`src/rtl/priority_arb_enc_v_if.sv`:
```
// Request/grant bundle between a bank of requesters and the priority encoder.
// slave = the encoder side, master = the requester/consumer side.
interface priority_arb_enc_v_if #(
  parameter int N = 8,
  parameter int W = ($clog2(N) < 1) ? 1 : $clog2(N)
);
  logic [N-1:0] i_req;
  logic         i_ready;
  logic [W-1:0] o_code;
  logic [N-1:0] o_grant;
  logic         o_valid;

  modport slave  (input  i_req, i_ready, output o_code, o_grant, o_valid);
  modport master (output i_req, i_ready, input  o_code, o_grant, o_valid);
endinterface

```
`src/rtl/priority_arb_enc_v.sv`:
```
// Registered N-to-log2(N) priority encoder with held grant and valid/ready
// accept; fixed priority (line 0 highest) or round-robin selection.
module priority_arb_enc_v #(
  parameter int N       = 8,
  parameter int W       = ($clog2(N) < 1) ? 1 : $clog2(N),
  parameter bit RR_MODE = 1'b0
) (
  input logic                  i_clk,
  input logic                  i_rst,
  priority_arb_enc_v_if.slave  bus
);

  typedef enum logic {IDLE, GRANT} state_e;

  state_e         state_q, state_d;
  logic [W-1:0]   code_q, code_d;
  logic [N-1:0]   grant_q, grant_d;
  logic           valid_q, valid_d;
  logic [W-1:0]   ptr_q, ptr_d;

  logic           accept;
  logic [W-1:0]   next_ptr;
  logic [W-1:0]   search_base;
  logic [2*N-1:0] req2, rot;
  logic           win_found;
  logic [W:0]     win_off, win_sum;
  logic [W-1:0]   win_idx;
  logic [N-1:0]   win_oh;

  assign accept   = (state_q == GRANT) && bus.i_ready;
  // Wrap at N, not 2^W, so unused codes are never produced for odd N.
  assign next_ptr = (code_q == W'(N-1)) ? '0 : code_q + W'(1);

  // On an accept edge the reload already sees the advanced pointer.
  always_comb begin
    search_base = '0;
    if (RR_MODE)
      search_base = accept ? next_ptr : ptr_q;
  end

  // Rotate requests so search_base lands at bit 0, then find the lowest set bit.
  always_comb begin
    req2      = {bus.i_req, bus.i_req};
    rot       = req2 >> search_base;
    win_found = 1'b0;
    win_off   = '0;
    for (int k = 0; k < N; k++) begin
      if (!win_found && rot[k]) begin
        win_found = 1'b1;
        win_off   = (W+1)'(k);
      end
    end
    win_sum = {1'b0, search_base} + win_off;
    win_idx = (win_sum >= (W+1)'(N)) ? W'(win_sum - (W+1)'(N)) : W'(win_sum);
    win_oh  = N'(1) << win_idx;
  end

  always_comb begin
    state_d = state_q;
    code_d  = code_q;
    grant_d = grant_q;
    valid_d = valid_q;
    ptr_d   = ptr_q;
    case (state_q)
      IDLE: begin
        if (win_found) begin
          code_d  = win_idx;
          grant_d = win_oh;
          valid_d = 1'b1;
          state_d = GRANT;
        end
      end
      GRANT: begin
        if (bus.i_ready) begin
          if (RR_MODE)
            ptr_d = next_ptr;
          if (win_found) begin
            code_d  = win_idx;
            grant_d = win_oh;
          end else begin
            grant_d = '0;
            valid_d = 1'b0;
            state_d = IDLE;
          end
        end
      end
      default: state_d = IDLE;
    endcase
  end

  always_ff @(posedge i_clk) begin
    if (i_rst) begin
      state_q <= IDLE;
      code_q  <= '0;
      grant_q <= '0;
      valid_q <= 1'b0;
      ptr_q   <= '0;
    end else begin
      state_q <= state_d;
      code_q  <= code_d;
      grant_q <= grant_d;
      valid_q <= valid_d;
      ptr_q   <= ptr_d;
    end
  end

  assign bus.o_code  = code_q;
  assign bus.o_grant = grant_q;
  assign bus.o_valid = valid_q;

endmodule

```
`src/flat_wrapper.sv`:
```
// flat-port wrapper written by rule: the top's interface ports become plain ports
module priority_arb_enc_v_flat 
#(
  parameter int N       = 8,
  parameter int W       = ($clog2(N) < 1) ? 1 : $clog2(N),
  parameter bit RR_MODE = 1'b0
)
  (i_clk, i_rst, bus_i_req, bus_i_ready, bus_o_code, bus_o_grant, bus_o_valid);
  priority_arb_enc_v_if #(.N(N), .W(W)) bus_i ();
  input logic i_clk;
  input logic i_rst;
  input wire logic [$bits(bus_i.i_req)-1:0] bus_i_req;
  input wire logic [$bits(bus_i.i_ready)-1:0] bus_i_ready;
  output wire logic [$bits(bus_i.o_code)-1:0] bus_o_code;
  output wire logic [$bits(bus_i.o_grant)-1:0] bus_o_grant;
  output wire logic [$bits(bus_i.o_valid)-1:0] bus_o_valid;
  assign bus_i.i_req = bus_i_req;
  assign bus_i.i_ready = bus_i_ready;
  assign bus_o_code = bus_i.o_code;
  assign bus_o_grant = bus_i.o_grant;
  assign bus_o_valid = bus_i.o_valid;
  priority_arb_enc_v #(.N(N), .W(W), .RR_MODE(RR_MODE)) u_core (.i_clk(i_clk), .i_rst(i_rst), .bus(bus_i));
endmodule
```
`config.mk`:
```
export PLATFORM = sky130hd
export DESIGN_NAME = priority_arb_enc_v_flat
export DESIGN_NICKNAME = d
export VERILOG_FILES = /design/src/rtl/priority_arb_enc_v_if.sv /design/src/rtl/priority_arb_enc_v.sv /design/src/flat_wrapper.sv
export SDC_FILE = /design/constraint.sdc
export NUM_CORES = 1
export LEC_CHECK = 0
export CORE_MARGIN = 8
export CORE_UTILIZATION = 37
export DETAILED_ROUTE_END_ITERATION = 6
export PLACE_DENSITY_LB_ADDON = 0.08
export SLEW_MARGIN = 20
export SYNTH_ARGS = -nofsm -noshare
export SYNTH_HDL_FRONTEND = slang
export SYNTH_SLANG_ARGS = --single-unit
```
`constraint.sdc`:
```
create_clock -name i_clk -period 1.44 [get_ports i_clk]
set_input_delay 0.216 -clock i_clk [delete_from_list [all_inputs] [get_ports i_clk]]
set_output_delay 0.216 -clock i_clk [all_outputs]
set_load 0.02 [all_outputs]
```
==> key figures, run 1 <==
Logic synthesis
  • Synth area leader: dfxtp_1
  • Synth Area in Simple Gates: ~18%
  • Synth warn: 0
  • Synth unique cells: 28
  • Synth top area share: ~44%
  • Mux contribution to synthesized area: 0%
  • Area contributors post-synth: dfxtp_1 44%, a21oi_1 5.9%, a32o_1 5.1%, o31ai_4 3.6%, inv_1 3.2%
  • Post-synthesis cell area: between 500 and 600 µm²
  • XOR/XNOR share of the synthesized area: 0%
  • Syn Area/Cell: roughly 9.4 µm²
  • Largest family of logic cells by synthesized area: compound AO/OA/AOI/OAI gates
  • Seq/Total Area, Yosys: ~44%
  • Number of synthesized register bits: 13
  • Syn Inst Count: 63
  • Synth Net Count: 74
  • Compound-Gate Fraction of Synth Area: 31.7%
  • Synth Area in Adders: 0%

STA
  • Slew of the pin with the lowest slew margin: 0.498 ns
  • Final cycle utilization of the critical path: between 90% and 100%
  • Sum of negative setup slack: 0 ns
  • Final hold vios: 0
  • Final worst setup slack: between 0.04 and 0.05 ns
  • Fmax: 0.718 GHz
  • RSZ-0062 raised after global routing: no
  • Final slew viol count: 0
  • Clock Skew: 0.000637 ns
  • Fin crit period: 1.39 ns
  • Final setup vio count: 0
  • Slew HR: between 60% and 70%

Power and ir drop
  • IR drop worst, VDD: approximately 0.00046 V
  • Pwr/cell area: roughly 830 nW/µm²
  • P_leak: ~0.00043 µW

Worst setup path
  • Crit path max fanout: 7
  • Worst reg2reg startpoint: u_core.state_q$_SDFF_PP0_
  • CP peak stage delay: 0.55 ns
  • Cell-by-cell trace of the critical path: dlygate4sd2_1 > or4_4 > o31ai_4 > and2b_2 > a22o_1
  • Startpoint Class: primary input
  • Slowest cell on crit path: or4_4
  • Arr. time, crit path: between 1.5 and 2 ns
  • CP Capture Type: flip-flop
  • WP data required: approximately 1.7 ns
  • Critical path type: in2reg
  • Critical Path Start: bus_i_req[2]

Floorplanning
  • Die area: 3140 µm²
  • Site Rows: 14
  • Die extent in y: approximately 56 µm
  • Starting Density: ~39%
  • Core Area: 1510 µm²
  • Die width: 56.0 µm
  • Top Ports: 23

Outcome
  • Status: completed

Finish
  • Utilization after layout: about three fifths
  • Commonest non-fill, non-tap cell in the layout: dlygate4sd2_1
  • Final Instance Area: between 900 and 1000 µm²
  • Synthesis-to-finish area growth: 57.7%
  • Nets: 110
  • Most frequent cells in the layout: 17 x dlygate4sd2_1, 13 x buf_4, 13 x dfxtp_1
  • Diode count: 0
  • Layout cells sized above 1: about a quarter

Clock network
  • H-Tree Depth: 1
  • Clock buffer count from CTS: 3
  • Clock Tree Root: clkbuf_4
  • Clock latency on the worst-skew pair: 0.28 ns
  • Maximum root-to-sink buffer count: 2
  • Post-CTS Setup Bufs: 0
  • Clock transition at path regs: approximately 0.08 ns
  • Sink Count: 13
  • CTS tree: done
  • Post-CTS Hold Buffers: 0

Routing
  • Total Wirelength: around 1800 µm
  • Drt pass-1 iters: 4
  • Mean routed wirelength per cell: around 15 µm
  • DR vias: 634
  • DRT iter0 DRCs: 17
  • Vias per cell: approximately 5.6
  • Post-route DRC violation count: 0
  • DRT antenna net count: 0

Global route
  • Antenna violations before repair: 0
  • GRT overflow: 0
  • All-Layer GR Usage: around 11%
  • Largest net degree at the start of global routing: 8
  • Vias in the first global route: 657
  • First-pass GRT wire length: roughly 2800 µm

Placed design
  • Routability Congestion: approximately 0.8
  • DP Worst Slack: -0.569 ns
  • Placed inst area: slightly above 900 µm²
  • Dpl hpwl: between 1000 and 1500 µm
  • Port-buffer cells: 22

Hold path
  • Worst Hold Launch: bus_i_req[7]
  • Hold Crit Class: in2reg

Flow run
  • Max-Cap Viols: 0
-- cell usage after synthesis --
cell	n
inv_1	5
o31ai_4	1
nor2_1	3
a21oi_1	7
nor4_1	1
nand3b_1	2
o21ba_2	1
a211oi_1	1
a311oi_1	2
nor2b_1	1
o31ai_1	1
a31oi_1	1
and2b_1	1
a32o_1	3
buf_1	1
clkbuf_1	1
nand2b_1	2
or2_2	1
nand2_1	1
o2bb2ai_1	2
nor3_1	3
buf_4	1
or3_1	1
or4_1	2
a22o_1	2
o31a_1	2
dfxtp_1	13
buf_2	1
-- where the power goes --
| group | total (µW) | leakage, µW | switching, µW | internal, µW |
|---|---|---|---|---|
| Combinational | 154 | 0.000305 | 76.5 | 77.6 |
| Sequential | 383 | 0.000107 | 9.36 | 374 |
| Clock | 236 | 0.0000150 | 128 | 108 |
-- sequential cells by signal, summed over array words and instances, names as in the netlist --
register / count
u_core.bus.o_grant: 8
u_core.bus.o_code: 3
u_core.bus.o_valid: 1
u_core.state_q: 1
-- critical path: cells and delay by family --
| family | cells | cell delay, ns |
|---|---|---|
| and+or+nand+nor | 2 | 0.81 |
| buffers and inverters | 1 | 0.25 |
| AOI/OAI and AO/OA | 2 | 0.34 |
-- cell families (layout without fill, tap and decap cells) --
kind of cell,after synthesis,count (layout)
flops,13,13
buf+inv,9,44
compound gates,23,23
simple gates,18,18
-- what timing repair did --
action / in CTS / in global routing
gates cloned: 0 / 0
endpoints found under the hold margin: 0 / 0
resized for setup: 22 / 2
pin swaps: 5 / 4
endpoints found under the setup margin: 24 / 7
-- through the flow --
step / total power, µW / hold slack [ns] / cells
CTS: 777 / 0.358 / 114
finish: 773 / 0.364 / 114
global placement: 559 / 0.451 / 110
detailed placement: 562 / 0.453 / 110
floorplan: 465 / 0.331 / 63
global route: 809 / 0.386 / 114
-- layout make-up --
cell class	count	area [µm²]
Fill cell	144	573
Clock buffer	4	26.3
Timing Repair Buffer	35	297
Sequential cell	13	260
Inverter	5	18.8
Multi-Input combinational cell	41	312
Tap cell	16	20.0
-- final timing paths --
path	endpoint	slack (ns)	cells past startpoint
hold / removal	u_core.bus.o_grant[7]$_SDFFE_PP0P_	0.36	3
setup reg to reg	u_core.bus.o_grant[4]$_SDFFE_PP0P_	0.21	3
hold reg to reg	u_core.bus.o_grant[6]$_SDFFE_PP0P_	0.47	1
setup / recovery	u_core.bus.o_grant[0]$_SDFFE_PP0P_	0.05	5
-- routing by layer --
| metal | GRT usage [%] | part of all wire [%] | vias to the layer above |
|---|---|---|---|
| met4 | 5.15 | 2.2 | 0 |
| met1 | 11.6 | 45 | 303 |
| li1 | - | - | 310 |
| met3 | 3.65 | 5.0 | 4 |
| met5 | 0 | 0 | - |
| met2 | 18.4 | 48 | 17 |
(Power assumes the default switching activity.)
==> run 2, diff against run 1 <==
--- a/config.mk
+++ b/config.mk
@@ -8,6 +8,7 @@
 export CORE_MARGIN = 8
 export CORE_UTILIZATION = 37
 export DETAILED_ROUTE_END_ITERATION = 6
+export GPL_TIMING_DRIVEN = 0
 export PLACE_DENSITY_LB_ADDON = 0.08
 export SLEW_MARGIN = 20
 export SYNTH_ARGS = -nofsm -noshare
==> run 2 against run 1 <==
Net effect:
- sequential share of layout area rose by 1.7 points
- register-to-register slack got worse by 0.03 ns
- hold slack got worse by 0.12 ns
- clock power decreased by 6%
- core utilization decreased by 3.6 points
==> key figures, run 2 (synthesis gave the netlist of run 1 again) <==
Finish
  • Commonest non-fill, non-tap cell in the layout: dfxtp_1
  • Synthesis-to-finish area growth: 48.6%
  • Multi-input logic area: 328 µm² (+5.2%)
  • Nets: 102 (-7.3%)
  • Most frequent cells in the layout: 13 x dfxtp_1, 11 x dlygate4sd2_1, 5 x inv_1
  • Sequential cell area: 260 µm² (unchanged)
  • Layout cells sized above 1: 26.7% (+2.2 points)
  • Utilization after layout: 58.4% (-3.6 points)
  • Max reg flops: 8 (unchanged)
  • # fillers: 150 (+4.2%)
  • Diode count: 0 (unchanged)

Clock network
  • Clock buffer count from CTS: 3 (unchanged)
  • CTS tree: done
  • H-Tree Depth: 1 (unchanged)
  • Clock Tree Root: clkbuf_4
  • Sink Count: 13 (unchanged)
  • Clock latency on the worst-skew pair: 0.27 ns (about the same)
  • Maximum root-to-sink buffer count: 2 (unchanged)
  • Post-CTS Hold Buffers: 0 (unchanged)
  • Clock transition at path regs: 0.08 ns (about the same)

Routing
  • Vias per cell: 5.44 (-2.1%)
  • Drt pass-1 iters: 4 (unchanged)
  • Post-route DRC violation count: 0 (unchanged)
  • Mean routed wirelength per cell: 14.3 µm (-6.9%)
  • Total Wirelength: 1520 µm (-13%)
  • DRT iter0 DRCs: 11 (-6)
  • DRT antenna net count: 0 (unchanged)
  • DR vias: 577 (-9.0%)

Placed design
  • Routability Congestion: 0.795 (+0.59%)
  • Port-buffer cells: 21 (-4.5%)
  • Dpl hpwl: 1120 µm (-21%)

Global route
  • Largest net degree at the start of global routing: 11 (+3)
  • First-pass GRT wire length: 2660 µm (-4.4%)
  • GRT overflow: 0 (unchanged)
  • Vias in the first global route: 592 (-9.9%)
  • Antenna violations before repair: 0 (unchanged)
  • All-Layer GR Usage: 9.86% (-0.96 points)

Power and ir drop
  • IR drop worst, VDD: 0.000449 V (-3.1%)
  • PnR Total Power: 741 µW (-4.1%)
  • P_leak: 0.000419 µW (-1.8%)
  • Pwr/cell area: 843 nW/µm² (+1.7%)

Worst setup path
  • WP data required: 1.59 ns (-0.08 ns)
  • CP Capture Type: flip-flop
  • Critical path type: in2reg
  • Crit path max fanout: 3 (-4)
  • Arr. time, crit path: 1.54 ns (-0.08 ns)
  • Startpoint Class: primary input

Floorplanning
  • Starting Density: 39.3% (unchanged)
  • Die area: 3140 µm² (unchanged)
  • Core Area: 1510 µm² (unchanged)
  • Top Ports: 23 (unchanged)
  • Site Rows: 14 (unchanged)
  • Die extent in y: 56.0 µm (unchanged)
  • Die width: 56.0 µm (unchanged)

STA
  • Final setup vio count: 0 (unchanged)
  • Final slew viol count: 0 (unchanged)
  • Slew of the pin with the lowest slew margin: 0.470 ns (-0.0274 ns)
  • RSZ-0062 raised after global routing: no
  • Fin crit period: 1.39 ns (-0.000373 ns)
  • Final hold vios: 0 (unchanged)
  • Slew HR: 68.4% (+1.8 points)
  • Final cycle utilization of the critical path: 96.7% (about the same)
  • Fmax: 0.718 GHz (about the same)
  • Clock Skew: 0.00325 ns (+0.00262 ns)

Flow run
  • Max-Cap Viols: 0 (unchanged)

Outcome
  • Status: completed

Hold path
  • Hold Crit Class: in2reg
-- run 2: cell count changes in the layout (fill, tap and decap cells not counted), sizes merged --
cell / previous run / this run
dlygate4sd2: 17 / 11
buf: 13 / 8
clkbuf: 4 / 7
dlymetal6s2s: 0 / 2
clkdlybuf4s15: 3 / 2
clkdlybuf4s50: 2 / 1
-- run 2: metrics by stage --
stage / hold WS, ns / worst slack (ns) / cell area (µm²) / setup TNS, ns / instances
floorplan: 0.331 / -0.0382 / 619 / -0.280 / 63
global placement: 0.445 / -0.660 / 850 / -7.48 / 100
detailed placement: 0.455 / -0.666 / 850 / -7.59 / 100
CTS: 0.240 / 0.00132 / 870 / 0 / 105
global route: 0.253 / 0.000816 / 880 / 0 / 106
finish: 0.241 / 0.0476 / 880 / 0 / 106
-- run 2: layout make-up --
class | instances | share of cell area (%)
buffer | 2 | 1.71
timing repair buffer | 25 | 24.0
multi-input combinational | 41 | 37.3
tap | 16 | 2.28
sequential | 13 | 29.6
inverter | 5 | 2.13
clock buffer | 4 | 2.99
-- run 2: power by group --
part / leakage, µW / switching (µW) / internal [µW]
Clock: 0.0000150 / 116 / 107
Combinational: 0.000297 / 72.2 / 62.1
Sequential: 0.000107 / 10.3 / 374
-- run 2: routing by layer --
layer  vias to the layer above  GRT usage, %  routed length, µm
met2                        12          13.9                676
met1                       270          12.5                722
met5                         -             0                  0
li1                        293             -                  -
met3                         2          4.34                107
met4                         0          4.12                  9
-- run 2: path summary, 6_finish.rpt --
kind                                                          from                                 end  slack (ns)  cells past startpoint
worst max-delay path                                  bus_i_req[6]   u_core.bus.o_code[0]$_SDFFE_PP0P_        0.05                      6
worst min-delay path                                  bus_i_req[7]  u_core.bus.o_grant[7]$_SDFFE_PP0P_        0.24                      3
worst max register to register           u_core.state_q$_SDFF_PP0_  u_core.bus.o_grant[1]$_SDFFE_PP0P_        0.18                      5
worst min register to register  u_core.bus.o_grant[1]$_SDFFE_PP0P_  u_core.bus.o_grant[1]$_SDFFE_PP0P_        0.47                      1
-- run 2: critical path, cell delays in order --
cell	delay [ns]
clkdlybuf4s15_1	0.20
or4_4	0.53
buf_6	0.14
or2_4	0.26
a21oi_2	0.13
a311oi_1	0.05
-- run 2: what timing repair did --
action / 4_1_cts / 5_1_grt
endpoints found under the hold margin: 0 / 0
pin swaps: 7 / 4
resized for setup: 32 / 8
setup endpoints to repair: 22 / 12
buffers inserted: 3 / 1
==> run 3, diff against run 2 <==
--- a/config.mk
+++ b/config.mk
@@ -10,7 +10,6 @@
 export DETAILED_ROUTE_END_ITERATION = 6
 export GPL_TIMING_DRIVEN = 0
 export PLACE_DENSITY_LB_ADDON = 0.08
-export SLEW_MARGIN = 20
 export SYNTH_ARGS = -nofsm -noshare
 export SYNTH_HDL_FRONTEND = slang
 export SYNTH_SLANG_ARGS = --single-unit
==> results of run 3 <==
Same layout as run 2: the final DEF is identical, and so are final timing and power.
